## src/rtl/dsp_mac_pipe.sv

```systemverilog
// ---------------------------------------------------------------------------
// dsp_mac_pipe
//
// Parametrised multiply-accumulate slice: pre-adder, multiplier and
// post-adder/accumulator in a four-register pipeline with a valid/ready
// handshake. OPMODE is captured with each beat and travels with it, so mode
// changes apply per transaction. The result register P feeds back into the
// post-adder, and PCIN lets several slices be chained.
//
// Optional feature: define DSP_MAC_PIPE_SAT_EN to saturate P on post-adder
// overflow (add) or underflow (sub). Without it P wraps modulo 2^PW.
//
// Parameters:
//   AW - width of operand a
//   BW - width of operands b and d (pre-adder width)
//   PW - width of c, pcin and p; must be greater than AW+BW
//
// Ports:
//   clk       in   rising-edge clock
//   rst_n     in   asynchronous active-low reset
//   in_valid  in   input beat valid
//   in_ready  out  beat accepted when in_valid & in_ready
//   a         in   multiplier operand (AW)
//   b         in   pre-adder / multiplier operand (BW)
//   d         in   pre-adder operand, low bits also feed the concat (BW)
//   c         in   post-adder Z operand (PW)
//   pcin      in   cascade Z operand (PW)
//   carryin   in   post-adder carry-in
//   opmode    in   per-beat mode, captured with the data (8)
//   out_valid out  p/carryout hold a result
//   out_ready in   downstream accepts the result
//   m         out  stage-3 multiplier register (AW+BW)
//   p         out  result register (PW)
//   carryout  out  post-adder carry (add) or borrow (sub)
// ---------------------------------------------------------------------------
module dsp_mac_pipe #(
   parameter int AW = 18,
   parameter int BW = 18,
   parameter int PW = 48
) (
   input  logic              clk,
   input  logic              rst_n,
   input  logic              in_valid,
   output logic              in_ready,
   input  logic [AW-1:0]     a,
   input  logic [BW-1:0]     b,
   input  logic [BW-1:0]     d,
   input  logic [PW-1:0]     c,
   input  logic [PW-1:0]     pcin,
   input  logic              carryin,
   input  logic [7:0]        opmode,
   output logic              out_valid,
   input  logic              out_ready,
   output logic [AW+BW-1:0]  m,
   output logic [PW-1:0]     p,
   output logic              carryout
);

   localparam int MW = AW + BW;
   localparam int DW = PW - MW;

   // The concat operand {d, a, b} only fits if there is at least one d bit.
   if (PW <= MW) begin : g_param_check
      $error("dsp_mac_pipe: PW must be greater than AW+BW");
   end

   // A single advance enable drives the whole pipeline. Bubbles move
   // along like real beats, so nothing is compressed while stalled.
   logic adv;
   assign adv      = !out_valid || out_ready;
   assign in_ready = adv;

   // Stage 1 registers
   logic          s1_v;
   logic [AW-1:0] s1_a;
   logic [BW-1:0] s1_b;
   logic [BW-1:0] s1_d;
   logic [PW-1:0] s1_c;
   logic [PW-1:0] s1_pcin;
   logic          s1_cin;
   logic [7:0]    s1_op;

   // Stage 2 registers
   logic          s2_v;
   logic [AW-1:0] s2_a;
   logic [BW-1:0] s2_b;
   logic [BW-1:0] s2_bp;
   logic [DW-1:0] s2_dlo;
   logic [PW-1:0] s2_c;
   logic [PW-1:0] s2_pcin;
   logic          s2_cin;
   logic [1:0]    s2_xsel;
   logic [1:0]    s2_zsel;
   logic          s2_sub;

   // Stage 3 registers (m is the stage-3 product register)
   logic          s3_v;
   logic [AW-1:0] s3_a;
   logic [BW-1:0] s3_b;
   logic [DW-1:0] s3_dlo;
   logic [PW-1:0] s3_c;
   logic [PW-1:0] s3_pcin;
   logic          s3_cin;
   logic [1:0]    s3_xsel;
   logic [1:0]    s3_zsel;
   logic          s3_sub;

   // Only the low DW bits of d ever reach the concat, so only those are
   // delayed past stage 1. If d is narrower than the slot it is zero-extended.
   logic [DW-1:0] s1_dlo;
   if (DW <= BW) begin : g_dlo_slice
      assign s1_dlo = s1_d[DW-1:0];
   end else begin : g_dlo_ext
      assign s1_dlo = {{(DW-BW){1'b0}}, s1_d};
   end

   // Pre-adder result, wrapping modulo 2^BW.
   logic [BW-1:0] preadd;
   always_comb begin
      preadd = s1_b;
      if (s1_op[4]) begin
         preadd = s1_op[6] ? (s1_d - s1_b) : (s1_d + s1_b);
      end
   end

   // Stage 1: capture the raw input beat along with its mode.
   always_ff @(posedge clk or negedge rst_n) begin
      if (!rst_n) begin
         s1_v    <= 1'b0;
         s1_a    <= '0;
         s1_b    <= '0;
         s1_d    <= '0;
         s1_c    <= '0;
         s1_pcin <= '0;
         s1_cin  <= 1'b0;
         s1_op   <= '0;
      end else if (adv) begin
         s1_v    <= in_valid;
         s1_a    <= a;
         s1_b    <= b;
         s1_d    <= d;
         s1_c    <= c;
         s1_pcin <= pcin;
         s1_cin  <= carryin;
         s1_op   <= opmode;
      end
   end

   // Stage 2: register the pre-adder output. Only the mode bits the later
   // stages still need are carried on, and carry-in is gated here once.
   always_ff @(posedge clk or negedge rst_n) begin
      if (!rst_n) begin
         s2_v    <= 1'b0;
         s2_a    <= '0;
         s2_b    <= '0;
         s2_bp   <= '0;
         s2_dlo  <= '0;
         s2_c    <= '0;
         s2_pcin <= '0;
         s2_cin  <= 1'b0;
         s2_xsel <= '0;
         s2_zsel <= '0;
         s2_sub  <= 1'b0;
      end else if (adv) begin
         s2_v    <= s1_v;
         s2_a    <= s1_a;
         s2_b    <= s1_b;
         s2_bp   <= preadd;
         s2_dlo  <= s1_dlo;
         s2_c    <= s1_c;
         s2_pcin <= s1_pcin;
         s2_cin  <= s1_op[5] & s1_cin;
         s2_xsel <= s1_op[1:0];
         s2_zsel <= s1_op[3:2];
         s2_sub  <= s1_op[7];
      end
   end

   // Stage 3: unsigned multiply of a by the pre-adder output. The raw b
   // keeps travelling because the concat uses it rather than the pre-add.
   always_ff @(posedge clk or negedge rst_n) begin
      if (!rst_n) begin
         s3_v    <= 1'b0;
         m       <= '0;
         s3_a    <= '0;
         s3_b    <= '0;
         s3_dlo  <= '0;
         s3_c    <= '0;
         s3_pcin <= '0;
         s3_cin  <= 1'b0;
         s3_xsel <= '0;
         s3_zsel <= '0;
         s3_sub  <= 1'b0;
      end else if (adv) begin
         s3_v    <= s2_v;
         m       <= {{BW{1'b0}}, s2_a} * {{AW{1'b0}}, s2_bp};
         s3_a    <= s2_a;
         s3_b    <= s2_b;
         s3_dlo  <= s2_dlo;
         s3_c    <= s2_c;
         s3_pcin <= s2_pcin;
         s3_cin  <= s2_cin;
         s3_xsel <= s2_xsel;
         s3_zsel <= s2_zsel;
         s3_sub  <= s2_sub;
      end
   end

   // Stage 4 combinational post-adder. Working on PW+1 bits makes the top
   // bit the carry on add and the borrow on subtract. Feedback from p uses
   // the committed register, which is the previous beat's result.
   logic [PW-1:0] x_val;
   logic [PW-1:0] z_val;
   logic [PW:0]   r;
   logic [PW-1:0] p_next;
   always_comb begin
      x_val = '0;
      case (s3_xsel)
         2'd0: x_val = '0;
         2'd1: x_val = {{DW{1'b0}}, m};
         2'd2: x_val = p;
         2'd3: x_val = {s3_dlo, s3_a, s3_b};
         default: x_val = '0;
      endcase

      z_val = '0;
      case (s3_zsel)
         2'd0: z_val = '0;
         2'd1: z_val = s3_pcin;
         2'd2: z_val = p;
         2'd3: z_val = s3_c;
         default: z_val = '0;
      endcase

      if (s3_sub) begin
         r = {1'b0, z_val} - ({1'b0, x_val} + {{PW{1'b0}}, s3_cin});
      end else begin
         r = {1'b0, z_val} + {1'b0, x_val} + {{PW{1'b0}}, s3_cin};
      end

`ifdef DSP_MAC_PIPE_SAT_EN
      // Clamp toward the side the result escaped from.
      if (r[PW]) begin
         p_next = s3_sub ? '0 : '1;
      end else begin
         p_next = r[PW-1:0];
      end
`else
      p_next = r[PW-1:0];
`endif
   end

   // Stage 4: results commit only for real beats; a bubble leaves p and
   // carryout alone but still clears out_valid.
   always_ff @(posedge clk or negedge rst_n) begin
      if (!rst_n) begin
         out_valid <= 1'b0;
         p         <= '0;
         carryout  <= 1'b0;
      end else if (adv) begin
         out_valid <= s3_v;
         if (s3_v) begin
            p        <= p_next;
            carryout <= r[PW];
         end
      end
   end

endmodule
```

## config.mk

```make
export PLATFORM = sky130hd
export DESIGN_NAME = dsp_mac_pipe
export DESIGN_NICKNAME = d
export VERILOG_FILES = /design/src/rtl/dsp_mac_pipe.sv
export SDC_FILE = /design/constraint.sdc
export NUM_CORES = 2
export LEC_CHECK = 0
export BUFFER_PORTS_ARGS = -buffer_cell sky130_fd_sc_hd__buf_2
export CAP_MARGIN = 20
export CELL_PAD_IN_SITES_DETAIL_PLACEMENT = 0
export CELL_PAD_IN_SITES_GLOBAL_PLACEMENT = 1
export CORE_MARGIN = 3
export CORE_UTILIZATION = 30
export DETAILED_ROUTE_END_ITERATION = 8
export PLACE_DENSITY = 0.59
export SYNTH_ARGS = -nofsm -noshare
export SYNTH_HDL_FRONTEND = slang
export SYNTH_SLANG_ARGS = --single-unit
```

## constraint.sdc

```tcl
create_clock -name clk -period 5.95 [get_ports clk]
set_input_delay 0.595 -clock clk [delete_from_list [all_inputs] [get_ports clk]]
set_output_delay 0.595 -clock clk [all_outputs]
set_load 0.02 [all_outputs]
```

; After elaboration in Yosys (flattened, before gate mapping)
; Index checks and enable logic that the tools add are counted.
[totals]
regBits = 566
latchBits = 0
ram_bits = 0
romBits = 0
input_bits = 163
out_inout_bits = 87
wordCells = 57
n_memories = 0
[op_classes]
n_addsub = 6
n_mul = 1
div = 0
magnitude_cmp = 0
n_eq_ne = 6
n_shift = 0
muxes = 5
bitwise_logic = 1
reduce_logical = 5
[ops]
columns = cell, count
row1 = 48-bit case mux with 4 select lines, 2
row2 = 48-bit by 1-bit adder with 49-bit output, 1
row3 = 48-bit by 48-bit adder with 49-bit output, 1
row4 = 49-bit by 1-bit adder with 49-bit output, 1
row5 = 49-bit two-way mux, 1
row6 = 48-bit by 49-bit subtractor with 49-bit output, 1
row7 = 18-bit by 18-bit multiplier with 36-bit output, 1
row8 = 18-bit two-way mux, 2
row9 = 18-bit adder, 1
row10 = 18-bit subtractor, 1
row11 = "2-bit equality test, second input constant", 4
row12 = "2-bit by 1-bit equality test with 1-bit output, second input constant", 2
row13 = 2-bit logical NOT, 2
row14 = 2-bit AND reduction, 1
row15 = 1-bit AND, 1
row16 = 1-bit logical NOT, 1
row17 = 1-bit logical OR, 1

; Depth between registers and ports, before layout
[logic_depth]
depth_word = 5
depth_mapped = 26
mapped_depth_nobuf = 23

; Least setup slack after synthesis
; OpenSTA, ideal clock, no wires.
[synth_path]
path_kind = register to register
start = reg s2_bp[9]
end = reg m[32]
setup_ns = 0.133
arrival_time_ns = 6.307
required_time_ns = 5.817
path_slack_ns = -0.490
stages_incl_launch_ff = 24
n_path_buf = 2
period_less_slack_ns = 6.440
path_cell_list = dfrtp_1 clkbuf_1 clkbuf_1 nand2_1 fa_1 fa_1 inv_1 fa_1 fa_1 fa_1 inv_1 fa_1 inv_1 ha_1 a21o_1 a21o_1 a211oi_1 or3b_2 nor3_1 o31ai_1 a31o_2 a21oi_1 xor2_1 o21ai_0
[synth_via]
elab_chain_len = 1
[synth_rtl]
columns = element, line
row1 = "start, declared", 87  ; logic [BW-1:0] s2_bp;
row2 = "start signal, assigned", 168  ; s2_bp <= preadd;
row3 = 18-bit by 18-bit multiplier with 36-bit output, 196  ; m <= {{BW{1'b0}}, s2_a} * {{AW{1'b0}}, s2_bp};
row4 = "end signal, assigned", 196
row5 = "end, declared", 54  ; output logic [AW+BW-1:0] m,
; No other way between the ends.
; A chain may end at the register's enable or synchronous reset.

; Worst setup path after layout
[layout_path]
start = reg s2_bp[17]
end = reg m[32]
; Same word-level chain as after synthesis.

==> impl_metrics.tcl <==
set metrics [dict create \
    synth_common_cells "1,712 x nand2_1, 566 x dfrtp_1, 440 x inv_1" \
    min_period_over_period_pct 103 \
    path_clk_slew_ps 60 \
    dp_hpwl_mm 108 \
    numCtsBuffers 74 \
    slew_viol_final 0 \
    outcome "finished with violations" \
    hp-class "in -> reg" \
    rows 135 \
    placed_area_um2 45300 \
    rsz0062_at_grt "yes" \
    synth-seq-cells 566 \
    timing.final.crit_period_ps 6120 \
    gp_congestion 0.867 \
    yosysSeqAreaShare_pct 34.4 \
    drtAntennaViolNets 0 \
    reg2reg_slack_ps -170 \
    worst_slew_pin_slew_ps 1220 \
    dieArea_um2 142000 \
    first_global_vias 33900 \
    cp-end-kind "flip-flop" \
    synth_nets 5589 \
    arrival_ps 6610 \
    drt_iter0_markers 2310 \
    worstSetupPathType "reg -> reg" \
    die_height_um 377 \
    synth_async_sr_flop_share_pct 100 \
    grt.total_usage_pct 19.8 \
    post-route-util_pct 35.7 \
    drive_gt1_share_pct 15.4 \
    synth_area_um2 41200 \
    synth_area_leaders "dfrtp_1 34%, nand2_1 16%, fa_1 13%" \
    drc 0 \
    grt_max_degree 204 \
    synth_most_common_cell "nand2_1" \
    via_per_inst 4.81 \
    ios 250 \
    synth_edf_count 0 \
    yosysWarningCount 0 \
    synth_area_per_cell_um2 8.41 \
    slew_headroom_pct 18.6 \
    violations "negative setup slack" \
    pre_cts_slack_ps -316 \
    fin_worst_skew_ps 61.7 \
    num_vias 33700 \
    ys_types 84 \
    core_um2 136000 \
    maxCapViolCount 0 \
    setup_viol 5 \
    antenna_found_initial 13 \
    final_hold_viol_count 0 \
    die_w_um 377 \
    placedCellCount 6840 \
    cts_tree "done" \
    start_util_pct 30.3 \
    clockBufferDepth 3 \
    cts_sinks 566 \
    synthCells 4898 \
    path_max_fanout 5 \
    port_buffers 249 \
    grt_pass1_wl_mm 215 \
    yosysTopAreaCellShare_pct 34.4 \
    syn_to_final_growth_pct 17.8 \
    fin_ws_ps -173 \
    crit_path_start_kind "flip-flop" \
    crit_required_ps 6430 \
    wl_per_cell_um 20.1 \
    final_nets 5851 \
    synthFlopType "dfrtp_1" \
    clk_latency_ps 680 \
    clock-root-buffer "clkbuf_16" \
    first_pass_iters 5 \
    fmax_mhz 163 \
    htree_num_levels 3 \
    final_cell_area_um2 48600 \
    wl_mm 141 \
    overflow 0 \
    synth_top_cell_by_area "dfrtp_1" \
    stdcell_count 6997 \
]
## layer usage
metal	vias up	wire length (um)	GRT usage [%]
met5	-	27	0
met4	4	3330	4.77
met3	154	5900	2.68
met2	614	61400	30.2
met1	16700	70100	29.6
li1	16100	-	-
## sequential cells by signal, summed over array words and instances (netlist names), 36 cells and up
name / count
s2_c: 48
s3_c: 48
s2_pcin: 48
s3_pcin: 48
s1_pcin: 48
p: 48
s1_c: 48
m: 36
## metrics by stage
step                hold slack, ps  setup TNS [ps]
floorplan                      299               0
global placement               443           -2270
detailed placement             450           -2630
CTS                           54.1            -520
global route                  84.3           -2250
finish                         118            -582
## cell type report
| type | instances | area [um^2] |
|---|---|---|
| fill | 14200 | 87400 |
| multi-input combinational | 3629 | 24800 |
| sequential | 566 | 14200 |
| timing repair buffer | 449 | 3090 |
| tap | 1781 | 2230 |
| clock buffer | 104 | 2110 |
| inverter | 440 | 1660 |
| clock inverter | 26 | 413 |
| antenna | 2 | 5.00 |
## worst max-delay path: stages, from the launching register on
cell and delay (ps):
dfrtp_2 460, and2_4 170, fa_2 600, fa_1 420
fa_1 520, fa_1 510, fa_1 490, inv_1 50
fa_1 500, inv_2 60, ha_4 240, a21o_1 160
a21o_1 200, a211oi_2 260, or3b_4 420, nor3_4 200
o31ai_4 110, a31o_2 230, a21oi_2 120, xor2_1 170
o21ai_1 70
## path summary, 6_finish.rpt
| path | cells after the start | endpoint | from |
|---|---|---|---|
| worst max-delay path | 20 | m[32] | s2_bp[17] |
| worst min-delay path | 3 | s1_v | in_valid |
| worst max register to register | 20 | m[32] | s2_bp[17] |
| worst min register to register | 2 | s3_c[17] | s2_c[17] |
| max in group asynchronous | 3 | s1_b[4] | rst_n |
| min in group asynchronous | 2 | p[24] | rst_n |
## timing repair
action,in CTS,in global routing
pin swaps,27,81
hold buffers,1,0
hold endpoints to repair,52,0
setup buffers,9,15
setup endpoints to repair,15,16
gates resized for setup,68,92
## placed cells by master, fill, tap and decap left out, types with 34 or more instances in the layout
master / n
nand2_1: 1710
dfrtp_1: 534
and2_1: 128
fa_1: 245
mux2i_1: 34
buf_4: 152
inv_1: 420
o21ai_0: 122
nor2_1: 141
xor2_1: 45
a21oi_1: 167
nor2b_1: 34
buf_2: 248
xnor2_1: 88
mux2_2: 85
a21o_1: 62
nor3_1: 37
clkbuf_16: 75
ha_1: 250
a22o_1: 65
## logic make-up (layout without fill, tap and decap cells)
logic type / after synthesis / after routing / synth area share [%]
AO/OA/AOI/OAI: 644 / 644 / 10.3
XOR/XNOR: 135 / 135 / 2.87
adder cells (fa/ha/maj): 528 / 528 / 20.8
buffers and inverters: 703 / 1019 / 6.43
flip-flops: 566 / 566 / 34.4
multiplexers: 120 / 120 / 3.18
other: 0 / 2 / 0
AND/OR/NAND/NOR: 2202 / 2202 / 22.1
Power is not shown: default switching activity piles up to over one toggle a cycle in this logic, so the estimate is an artifact.
